<file path="src/rtl/sd_cmd_engine.sv">
// SD CMD-line engine: frames a command with CRC7, waits for the card's start bit and captures
// the response. Define SD_CMD_CRC_CHECK_EN to check the response CRC7 and report crc_err.
module sd_cmd_engine #(
  parameter int unsigned TIMEOUT_W = 8,
  parameter int unsigned NCC_BITS  = 8,
  parameter int unsigned TURN_BITS = 2
) (
  input  logic                 clock,
  input  logic                 reset,
  input  logic                 bit_en,
  input  logic                 cmd_valid,
  output logic                 cmd_ready,
  input  logic [5:0]           cmd_index,
  input  logic [31:0]          cmd_arg,
  input  logic [1:0]           rsp_type,
  input  logic [TIMEOUT_W-1:0] timeout_cycles,
  output logic                 cmd_out,
  output logic                 cmd_oe,
  input  logic                 cmd_in,
  output logic [135:0]         rsp_data,
  output logic                 done,
  output logic                 timeout,
  output logic                 crc_err,
  output logic                 end_err
);

  typedef enum logic [2:0] {StIdle, StTx, StTurn, StWait, StRx, StNcc} state_e;

  localparam int unsigned MaxA   = (NCC_BITS > 136) ? NCC_BITS : 136;
  localparam int unsigned MaxCnt = (TURN_BITS > MaxA) ? TURN_BITS : MaxA;
  localparam int unsigned CntW   = $clog2(MaxCnt + 1);

  localparam logic [CntW-1:0]      CntOne   = CntW'(1);
  localparam logic [CntW-1:0]      TurnLast = CntW'(TURN_BITS - 1);
  localparam logic [CntW-1:0]      NccLast  = CntW'(NCC_BITS - 1);
  localparam logic [TIMEOUT_W-1:0] TmoOne   = TIMEOUT_W'(1);

  state_e                 state_q, state_d;
  logic                   rst_done_q;
  logic [CntW-1:0]        cnt_q, cnt_d;
  logic [TIMEOUT_W-1:0]   wcnt_q, wcnt_d;
  logic [TIMEOUT_W-1:0]   tmo_q, tmo_d;
  logic [39:0]            tx_q, tx_d;
  logic [6:0]             crc_q, crc_d;
  logic [135:0]           rsp_q, rsp_d;
  logic                   long_q, long_d;
  logic                   has_rsp_q, has_rsp_d;
  logic                   out_q, out_d;
  logic                   oe_q, oe_d;
  logic                   done_q, done_d;
  logic                   timeout_q, timeout_d;
  logic                   end_err_q, end_err_d;
`ifdef SD_CMD_CRC_CHECK_EN
  logic                   crc_err_q, crc_err_d;
`endif

  function automatic logic [6:0] crc7_step(input logic [6:0] c, input logic b);
    logic fb;
    fb = c[6] ^ b;
    return {c[5:0], 1'b0} ^ (fb ? 7'h09 : 7'h00);
  endfunction

  assign cmd_ready = rst_done_q && (state_q == StIdle);

  always_comb begin
    state_d   = state_q;
    cnt_d     = cnt_q;
    wcnt_d    = wcnt_q;
    tmo_d     = tmo_q;
    tx_d      = tx_q;
    crc_d     = crc_q;
    rsp_d     = rsp_q;
    long_d    = long_q;
    has_rsp_d = has_rsp_q;
    out_d     = out_q;
    oe_d      = oe_q;
    done_d    = 1'b0;
    timeout_d = timeout_q;
    end_err_d = end_err_q;
`ifdef SD_CMD_CRC_CHECK_EN
    crc_err_d = crc_err_q;
`endif

    unique case (state_q)
      StIdle: begin
        if (cmd_valid && cmd_ready) begin
          state_d   = StTx;
          tx_d      = {2'b01, cmd_index, cmd_arg};
          crc_d     = '0;
          cnt_d     = '0;
          rsp_d     = '0;
          long_d    = (rsp_type == 2'b10);
          has_rsp_d = (rsp_type != 2'b00);
          tmo_d     = (timeout_cycles == '0) ? TmoOne : timeout_cycles;
          timeout_d = 1'b0;
          end_err_d = 1'b0;
`ifdef SD_CMD_CRC_CHECK_EN
          crc_err_d = 1'b0;
`endif
        end
      end
      StTx: begin
        if (bit_en) begin
          oe_d  = 1'b1;
          cnt_d = cnt_q + CntOne;
          if (cnt_q < CntW'(40)) begin
            out_d = tx_q[39];
            tx_d  = {tx_q[38:0], 1'b0};
            crc_d = crc7_step(crc_q, tx_q[39]);
          end else if (cnt_q < CntW'(47)) begin
            // CRC register is shifted out directly once the 40 payload bits are done
            out_d = crc_q[6];
            crc_d = {crc_q[5:0], 1'b0};
          end else begin
            out_d   = 1'b1;
            cnt_d   = '0;
            state_d = has_rsp_q ? StTurn : StNcc;
          end
        end
      end
      StTurn: begin
        if (bit_en) begin
          oe_d  = 1'b0;
          cnt_d = cnt_q + CntOne;
          if (cnt_q == TurnLast) begin
            cnt_d   = '0;
            wcnt_d  = '0;
            state_d = StWait;
          end
        end
      end
      StWait: begin
        if (bit_en) begin
          if (!cmd_in) begin
            state_d = StRx;
            rsp_d   = {rsp_q[134:0], 1'b0};
            crc_d   = '0;
            cnt_d   = CntOne;
          end else if (wcnt_q == tmo_q - TmoOne) begin
            timeout_d = 1'b1;
            cnt_d     = '0;
            state_d   = StNcc;
          end else begin
            wcnt_d = wcnt_q + TmoOne;
          end
        end
      end
      StRx: begin
        if (bit_en) begin
          rsp_d = {rsp_q[134:0], cmd_in};
          cnt_d = cnt_q + CntOne;
`ifdef SD_CMD_CRC_CHECK_EN
          // Long responses skip start, direction and reserved bits in the CRC
          if ((cnt_q >= (long_q ? CntW'(8) : CntW'(0))) &&
              (cnt_q < (long_q ? CntW'(128) : CntW'(40)))) begin
            crc_d = crc7_step(crc_q, cmd_in);
          end
`endif
          if (cnt_q == (long_q ? CntW'(135) : CntW'(47))) begin
            end_err_d = ~cmd_in;
`ifdef SD_CMD_CRC_CHECK_EN
            crc_err_d = (crc_q != rsp_q[6:0]);
`endif
            cnt_d     = '0;
            state_d   = StNcc;
          end
        end
      end
      StNcc: begin
        if (bit_en) begin
          oe_d  = 1'b1;
          out_d = 1'b1;
          cnt_d = cnt_q + CntOne;
          if (cnt_q == NccLast) begin
            cnt_d   = '0;
            oe_d    = 1'b0;
            done_d  = 1'b1;
            state_d = StIdle;
          end
        end
      end
      default: state_d = StIdle;
    endcase
  end

  always_ff @(posedge clock) begin
    if (reset) begin
      state_q    <= StIdle;
      rst_done_q <= 1'b0;
      cnt_q      <= '0;
      wcnt_q     <= '0;
      tmo_q      <= TmoOne;
      tx_q       <= '0;
      crc_q      <= '0;
      rsp_q      <= '0;
      long_q     <= 1'b0;
      has_rsp_q  <= 1'b0;
      out_q      <= 1'b1;
      oe_q       <= 1'b0;
      done_q     <= 1'b0;
      timeout_q  <= 1'b0;
      end_err_q  <= 1'b0;
`ifdef SD_CMD_CRC_CHECK_EN
      crc_err_q  <= 1'b0;
`endif
    end else begin
      state_q    <= state_d;
      rst_done_q <= 1'b1;
      cnt_q      <= cnt_d;
      wcnt_q     <= wcnt_d;
      tmo_q      <= tmo_d;
      tx_q       <= tx_d;
      crc_q      <= crc_d;
      rsp_q      <= rsp_d;
      long_q     <= long_d;
      has_rsp_q  <= has_rsp_d;
      out_q      <= out_d;
      oe_q       <= oe_d;
      done_q     <= done_d;
      timeout_q  <= timeout_d;
      end_err_q  <= end_err_d;
`ifdef SD_CMD_CRC_CHECK_EN
      crc_err_q  <= crc_err_d;
`endif
    end
  end

  assign cmd_out  = out_q;
  assign cmd_oe   = oe_q;
  assign rsp_data = rsp_q;
  assign done     = done_q;
  assign timeout  = timeout_q;
  assign end_err  = end_err_q;
`ifdef SD_CMD_CRC_CHECK_EN
  assign crc_err  = crc_err_q;
`else
  assign crc_err  = 1'b0;
`endif

endmodule
</file>
<file path="config.mk">
export PLATFORM = sky130hd
export DESIGN_NAME = sd_cmd_engine
export DESIGN_NICKNAME = d
export VERILOG_FILES = /design/src/rtl/sd_cmd_engine.sv
export SDC_FILE = /design/constraint.sdc
export NUM_CORES = 1
export LEC_CHECK = 0
export CORE_MARGIN = 2
export CORE_UTILIZATION = 51
export CTS_CLUSTER_SIZE = 10
export DETAILED_ROUTE_END_ITERATION = 16
export PLACE_DENSITY = 0.8
export SETUP_SLACK_MARGIN = 0.5
export SKIP_LAST_GASP = 1
export SLEW_MARGIN = 20
export SYNTH_ARGS = -nofsm -noshare
export SYNTH_HDL_FRONTEND = slang
export SYNTH_SLANG_ARGS = --single-unit
</file>
<file path="constraint.sdc">
create_clock -name clock -period 3.1 [get_ports clock]
set_clock_uncertainty 0.1 [all_clocks]
set_input_delay 0.775 -clock clock [delete_from_list [all_inputs] [get_ports clock]]
set_output_delay 0.775 -clock clock [all_outputs]
set_load 0.05 [all_outputs]
</file>
==> results_dict.tcl, run 1 <==
set metrics [dict create \
    synthXorXnorAreaFrac_pct 1.05 \
    antenna_found_initial 0 \
    synth-compound-area-share_pct 18.8 \
    synth_top_family_by_area "simple AND/OR/NAND/NOR gates" \
    end_kind "output port" \
    setup_tns_ps 0 \
    rsz0062_at_grt "true" \
    cts_root_buffer "clkbuf_16" \
    report.final.slew_viol_count 0 \
    coreArea_mm2 0.0174 \
    synth.distinct_cells 68 \
    grt_max_degree 137 \
    path_class "reg2out" \
    hp-class "reg2reg" \
    vias 8771 \
    synth_edf_count 0 \
    hpwl_um 14800 \
    syn_inst 1151 \
    num-fill-cells 1391 \
    grt.total_usage_pct 24.0 \
    cts-buffers-inserted 26 \
    crit_family "buffers and inverters" \
    drive_above_1_share_pct 6.21 \
    drt_wl_total_um 23800 \
    antenna_left 0 \
    place_inst 1497 \
    power.density_mw_per_mm2 785 \
    gr-total-overflow 0 \
    fp-row-count 48 \
    synthArstFlopShare_pct 0 \
    fp.dieW_um 138 \
    crit_required_ps 2220 \
    viasPerCell 5.73 \
    dr.pass1.iters 5 \
    outcome "finished, final reports clean" \
    finalHoldViolations 0 \
    max_freq_ghz 0.388 \
    path_max_fanout 3 \
    final_cells 1530 \
    synth_fa_ha_area_share_pct 0.821 \
    cp.arrival_ps 1700 \
    h-tree-depth 1 \
    yosysSeqAreaShare_pct 47.7 \
    hold_buffers 0 \
    syn_area_mm2 0.00915 \
    grt_first_pass_wirelength_um 38200 \
    io_pins 196 \
    path_clk_slew_ps 50 \
    dr.first_iter.drc_count 575 \
    muxShareOfSynthArea_pct 0.684 \
    synth_simple_gate_area_share_pct 25.7 \
    syn_to_final_growth_pct 33.4 \
    io_buffers 194 \
    clockBufferDepth 3 \
    die_h_um 138 \
    insertedDiodeCount 0 \
    p_leak_nw 5.62 \
    path_buf_inv 1 \
    avgSynthCellArea_um2 7.95 \
    startpoint_type "register" \
    wl_per_cell_um 15.5 \
    gp_congestion 0.884 \
    clock_latency_ps 510 \
    cts_tree "built" \
    path_cells "clkdlybuf4s50_1" \
    tightest_slew_ps 628 \
    die_area_mm2 0.0190 \
    setup_ws_ps 523 \
    finish.net_count 1360 \
    synthesis.nets 1210 \
    synth_seq_cells 218 \
    place_ws_ps 104 \
    maxCapViolCount 0 \
    cts_sinks 218 \
    max_slew_margin_pct 58.1 \
    period_needed_ps 2580 \
    start_util_pct 52.5 \
    finalCritPeriodShare_pct 83.1 \
    synth_top_flop_cell "dfxtp_1" \
    slowest_delay_ps 860 \
    max-vdd-ir-drop_uv 967 \
    grt_pass1_vias 7848 \
    crit_path_top_delay_cell "clkdlybuf4s50_1" \
    finalSetupViolCount 0 \
    synth_warnings 0 \
    drc 0 \
]
## worst register-to-register path: stages (launching register included)
cell and delay [ps]:
dfxtp_4 350, inv_1 90, ha_2 250, a21oi_1 90
or4_4 570, o41a_1 470, buf_6 170, a31o_1 220
a21oi_1 100
## metrics by stage
step	power, mW	utilization [%]	hold WS (ps)	cell area (µm²)
4_1_cts	9.61	68.8	354	12000
3_3_place_gp	6.96	64.8	341	11300
2_1_floorplan	5.93	-	332	9150
6_report	9.58	70.1	354	12200
3_5_place_dp	6.98	64.8	348	11300
5_1_grt	10.1	70.1	384	12200
## cells by family after synthesis
family	count (synthesis)
mux	6
other cells	1
fa+ha+maj	6
compound gates	270
simple gates	522
buf+inv	117
flops	218
xor+xnor	11
## cells in the final DEF (no fill, tap or decap), types with 3 or more instances in the layout
master	instances
and3_1	4
mux2i_1	4
dlygate4sd2_1	16
xor2_1	4
nand4_1	10
a31o_1	4
a21oi_1	166
o2111ai_1	6
nor3_1	8
nor3_2	3
nand2b_1	3
dlymetal6s2s_1	86
inv_1	20
xnor2_1	7
o211ai_1	4
a311oi_1	39
nor4_1	5
nand3b_1	6
o21ai_0	4
clkdlybuf4s50_1	90
o32ai_1	4
o21ai_1	5
nand2_1	244
buf_12	7
ha_1	5
buf_4	16
nor2_1	64
a211oi_1	7
and2_1	5
dfxtp_1	216
clkbuf_16	27
nand3_1	148
or3_1	5
## state kept, by name (all words and copies together) (netlist names), 3 cells and up
name / count
cnt_q: 8
rsp_data: 136
wcnt_q: 8
crc_q: 7
tmo_q: 8
tx_q: 40
state_q: 3
## area by class of cell
cell class	count	area (µm²)	share of cell area [%]
sequential	218	4370	35.8
inverter	21	78.8	0.646
multi-input combinational	816	4360	35.7
clock inverter	2	12.5	0.103
clock buffer	30	697	5.71
tap	225	282	2.31
timing repair buffer	218	2410	19.7
## cell usage after synthesis, types with 4 or more instances
master	count	area [µm²]
and2_1	5	31.3
o211ai_1	4	30.0
nand4_1	10	62.6
xnor2_1	7	61.3
nand3b_1	6	45.0
ha_1	6	75.1
clkbuf_1	70	263
o21ai_1	6	30.0
nor2_1	65	244
nor4_1	5	31.3
or3_1	5	31.3
a311oi_1	39	342
o21ai_0	5	25.0
o32ai_1	4	35.0
dfxtp_1	218	4360
nand2_1	244	916
a21oi_1	166	831
nand3_1	148	741
and3_1	4	25.0
xor2_1	4	35.0
inv_1	20	75.1
mux2i_1	4	40.0
buf_2	23	115
nor3_1	8	40.0
o2111ai_1	6	52.6
a211oi_1	8	60.1
a31o_1	4	35.0
## path summary, 6_finish.rpt
path | start | to | slack [ps] | cells after the start
hold reg to reg | crc_q[5]$_SDFFE_PP0P_ | crc_q[5]$_SDFFE_PP0P_ | 350 | 2
setup reg to reg | tmo_q[0]$_SDFFE_PP1P_ | wcnt_q[4]$_SDFFE_PP0P_ | 630 | 8
setup / recovery | rsp_data[1]$_SDFFE_PP0P_ | rsp_data[1] | 520 | 1
hold / removal | crc_q[5]$_SDFFE_PP0P_ | crc_q[5]$_SDFFE_PP0P_ | 350 | 2
## power by group
group / switching [mW] / leakage [nW] / total, mW / internal [mW]
sequential: 0.137 / 1.76 / 3.16 / 3.03
combinational: 2.72 / 3.51 / 3.79 / 1.07
clock: 1.07 / 0.346 / 2.62 / 1.56
total: 3.93 / 5.62 / 9.58 / 5.66
## per-layer routing
| metal | GRT usage (%) | vias to the layer above | part of all wire, % |
|---|---|---|---|
| met1 | 33.3 | 4092 | 43 |
| met3 | 4.46 | 40 | 6.7 |
| li1 | - | 4329 | - |
| met5 | 0 | - | 0 |
| met4 | 7.48 | 0 | 2.7 |
| met2 | 38.1 | 310 | 47 |
## timing repair
item / CTS / global route
setup buffers: 1 / 0
pin swaps: 1 / 2
endpoints found under the setup margin: 21 / 149
resized for setup: 20 / 93
gates cloned: 0 / 0
No activity file was read; power rests on OpenSTA's default activity.
==> run 2: changes to the inputs <==
--- a/config.mk
+++ b/config.mk
@@ -6,10 +6,10 @@
 export NUM_CORES = 1
 export LEC_CHECK = 0
 export CORE_MARGIN = 2
-export CORE_UTILIZATION = 51
+export CORE_UTILIZATION = 46
 export CTS_CLUSTER_SIZE = 10
 export DETAILED_ROUTE_END_ITERATION = 16
-export PLACE_DENSITY = 0.8
+export PLACE_DENSITY = 0.76
 export SETUP_SLACK_MARGIN = 0.5
 export SKIP_LAST_GASP = 1
 export SLEW_MARGIN = 20
==> constraint.sdc (replaced) <==
create_clock -name clock -period 2.07 [get_ports clock]
set_clock_uncertainty 0.1 [all_clocks]
set_input_delay 0.5175 -clock clock [delete_from_list [all_inputs] [get_ports clock]]
set_output_delay 0.5175 -clock clock [all_outputs]
set_load 0.05 [all_outputs]
==> run 2 against run 1 <==
The flow now stops in global routing (5_1_grt). Area after synthesis did not move. Synthesized cell count did not move.
==> results_dict.tcl, run 2 <==
set metrics [dict create \
    clockBufferDepth 3 \
    syn_area_mm2 0.00915 \
    synthArstFlopShare_pct 0 \
    fp-row-count 51 \
    grt_max_degree 99 \
    ys_top_cells_by_count "nand2_1 (244), dfxtp_1 (218), a21oi_1 (166)" \
    cts_sinks 218 \
    synth_edf_count 0 \
    outcome "stopped before the end" \
    syn_inst 1151 \
    endpoint_type "register data pin" \
    synthesis.nets 1210 \
    synth_seq_cells 218 \
    cts_root_buffer "clkbuf_16" \
    tool.error "[ERROR DPL-0038] Utilization greater than 100%, impossible to legalize" \
    synth_warnings 0 \
    synth_top_flop_cell "dfxtp_1" \
    synth.distinct_cells 68 \
    lastStage "global routing (5_1_grt)" \
    synth.top_cell.area_share_pct 47.7 \
    fp.dieW_um 145 \
    cts-buffers-inserted 26 \
    start_util_pct 47.0 \
    hpwl_um 17400 \
    io_buffers 194 \
    gp_congestion 0.938 \
    ys_top_cells_by_area "dfxtp_1 (48%), nand2_1 (10%), a21oi_1 (9.1%), nand3_1 (8.1%), a311oi_1 (3.7%)" \
    yosysSeqAreaShare_pct 47.7 \
    avgSynthCellArea_um2 7.95 \
    io_pins 196 \
    place_ws_ps -465 \
    die_h_um 145 \
    synth_area_leader_cell "dfxtp_1" \
    worst_endpoint "cnt_q[3]$_SDFFE_PP0P_/D" \
    yosysMostFrequentCell "nand2_1" \
    h-tree-depth 1 \
]
run 2: kinds of logic after synthesis:
group	Yosys count	synth area share, %
other	1	0.0410
adders and majority gates	6	0.821
xor gates and xnor gates	11	1.05
DFF	218	47.7
buffers and inverters	117	5.24
muxes	6	0.684
AOI/OAI and AO/OA	270	18.8
and+or+nand+nor	522	25.7
run 2: repair_timing:
action,in CTS
pin swaps,173
endpoints found under the setup margin,355
hold buffers,0
gates resized for setup,350
cloned,38
buffers inserted,51
endpoints found under the hold margin,0
run 2: through the flow:
| stage | cell area, µm² | cells | setup TNS, ps | utilization [%] | hold WS, ps |
|---|---|---|---|---|---|
| 4_1_cts | 16000 | 1739 | -8260 | 82.4 | 180 |
| 2_1_floorplan | 10300 | 1151 | -1110 | - | 332 |
| 3_5_place_dp | 12700 | 1619 | -79340 | 65.0 | 345 |
| 3_3_place_gp | 12700 | 1619 | -74400 | 65.0 | 338 |
==> run 3: changes to the inputs <==
--- a/config.mk
+++ b/config.mk
@@ -6,11 +6,9 @@
 export NUM_CORES = 1
 export LEC_CHECK = 0
 export CORE_MARGIN = 2
-export CORE_UTILIZATION = 46
-export CTS_CLUSTER_SIZE = 10
+export CORE_UTILIZATION = 40
 export DETAILED_ROUTE_END_ITERATION = 16
-export PLACE_DENSITY = 0.76
-export SETUP_SLACK_MARGIN = 0.5
+export PLACE_DENSITY_LB_ADDON = 0.15
 export SKIP_LAST_GASP = 1
 export SLEW_MARGIN = 20
 export SYNTH_ARGS = -nofsm -noshare
==> constraint.sdc (replaced) <==
create_clock -name clock -period 2.7 [get_ports clock]
set_clock_uncertainty 0.1 [all_clocks]
set_input_delay 0.675 -clock clock [delete_from_list [all_inputs] [get_ports clock]]
set_output_delay 0.675 -clock clock [all_outputs]
set_load 0.05 [all_outputs]
==> run 3 against run 2 <==
The flow now finishes without violations.
==> results_dict.tcl, run 3 (same netlist as run 1, synthesis figures left out) <==
set metrics [dict create \
    power.density_mw_per_mm2 970 \
    finalCritPeriodShare_pct 93.9 \
    grt_max_degree 75 \
    max_slew_margin_pct 62.3 \
    clkPwrFrac_pct 28.5 \
    route.layer.met1.wl_um 11700 \
    layout_common_cells "nand2_1 (244), dfxtp_1 (218), clkdlybuf4s50_1 (192)" \
    die_h_um 155 \
    drc 0 \
    finalHoldViolations 0 \
    final_cells 1636 \
    cp.arrival_ps 2820 \
    setup_tns_ps 0 \
    antenna_found_initial 0 \
    startpoint_type "register" \
    path_clk_slew_ps 60 \
    final_common_cell "nand2_1" \
    tightest_slew_ps 564 \
    insertedDiodeCount 0 \
    finish.net_count 1393 \
    num-fill-cells 2079 \
    syn_to_final_growth_pct 37.8 \
    cts_sinks 218 \
    io_buffers 194 \
    place_ws_ps -59.8 \
    p_leak_nw 4.22 \
    pwr-share-comb_pct 41.6 \
    fin_hold_ws_ps 353 \
    fp-row-count 55 \
    rsz0062_at_grt "false" \
    period_needed_ps 2530 \
    path_cells "inv_1 -> ha_1 -> xnor2_1 -> or4_4 -> o31a_1 -> o311ai_1 -> o41ai_2" \
    path_class "reg2reg" \
    clock_latency_ps 510 \
    io_pins 196 \
    gr-total-overflow 0 \
    maxCapViolCount 0 \
    grt_first_pass_wirelength_um 41400 \
    finalSetupViolCount 0 \
    setup_ws_ps 166 \
    gp_congestion 0.908 \
    report.final.slew_viol_count 0 \
    top_layer "met4" \
    cts_tree "built" \
    hp-class "reg2reg" \
    antenna_left 0 \
    drt_wl_total_um 25300 \
    largest_register_ffs 136 \
    p_int_mw 7.41 \
    wl_met3_um 1790 \
    switching_share_pct 39.4 \
    p_total_mw 12.2 \
    wl_per_cell_um 15.4 \
    clockBufferDepth 3 \
    met2_length_um 11300 \
    max-vdd-ir-drop_uv 566 \
    viasPerCell 5.39 \
    slowest_delay_ps 560 \
    drive_above_1_share_pct 9.25 \
    start_util_pct 40.5 \
    place_inst 1593 \
    path_max_fanout 8 \
    cts-buffers-inserted 24 \
    h-tree-depth 1 \
    crit_required_ps 2990 \
    p_switching_mw 4.82 \
    pwr-share-seq_pct 29.9 \
    end_kind "register" \
    outcome "finished, final reports clean" \
    crit_family "compound AO/OA/AOI/OAI gates" \
    path_buf_inv 1 \
    coreArea_mm2 0.0226 \
    dr.pass1.iters 4 \
    grt_pass1_vias 8301 \
    fp.dieW_um 155 \
    grt.total_usage_pct 20.2 \
    hpwl_um 16400 \
    crit_path_top_delay_cell "or4_4" \
    vias 8824 \
    dr.first_iter.drc_count 403 \
    max_freq_ghz 0.395 \
    die_area_mm2 0.0241 \
    cts_root_buffer "clkbuf_16" \
]
-- run 3: power groups by stage --
stage / sequential [mW] / combinational [mW] / clock (mW)
CTS: 3.65 / 5.10 / 3.57
finish: 3.65 / 5.09 / 3.49
detailed placement: 3.72 / 5.09 / 0
global placement: 3.72 / 5.10 / 0
global route: 3.69 / 5.58 / 3.70
floorplan: 3.70 / 3.11 / 0
-- run 3: final cells by class --
type	count	area, µm²	area share [%]
Multi-Input combinational cell	816	4370	34.7
Clock inverter	13	181	1.44
Tap cell	285	357	2.83
Clock buffer	30	673	5.34
Timing Repair Buffer	253	2580	20.5
Sequential cell	218	4360	34.6
Inverter	21	78.8	0.625
-- run 3: worst min-delay path: stages, from the launching register on --
cell     delay, ps
dfxtp_1        310
nand2_1         50
a21oi_1         50
-- run 3: metrics by stage --
stage | util, % | instance area [µm²]
4_1_cts | 55.8 | 12600
3_3_place_gp | 52.0 | 11700
6_report | 55.9 | 12600
3_5_place_dp | 52.0 | 11700
2_1_floorplan | - | 9150
5_1_grt | 55.9 | 12600
-- run 3: worst paths after layout --
| kind | start | depth (start not counted) | endpoint | slack (ps) |
|---|---|---|---|---|
| min reg2reg | crc_q[4]$_SDFFE_PP0P_ | 2 | crc_q[4]$_SDFFE_PP0P_ | 350 |
| min | crc_q[4]$_SDFFE_PP0P_ | 2 | crc_q[4]$_SDFFE_PP0P_ | 350 |
| max | tmo_q[0]$_SDFFE_PP1P_ | 7 | cnt_q[4]$_SDFFE_PP0P_ | 170 |
| max reg2reg | tmo_q[0]$_SDFFE_PP1P_ | 7 | cnt_q[4]$_SDFFE_PP0P_ | 170 |
-- run 3: routing by layer --
metal	up-vias	global-route usage, %
li1	4411	-
met5	-	0
met1	4160	28.0
met3	32	5.15
met4	0	4.81
met2	221	31.7
-- run 3: what timing repair did --
item	4_1_cts	5_1_grt
hold buffers	0	0
endpoints found under the setup margin	0	1
gates resized for setup	0	2
setup buffers	0	0
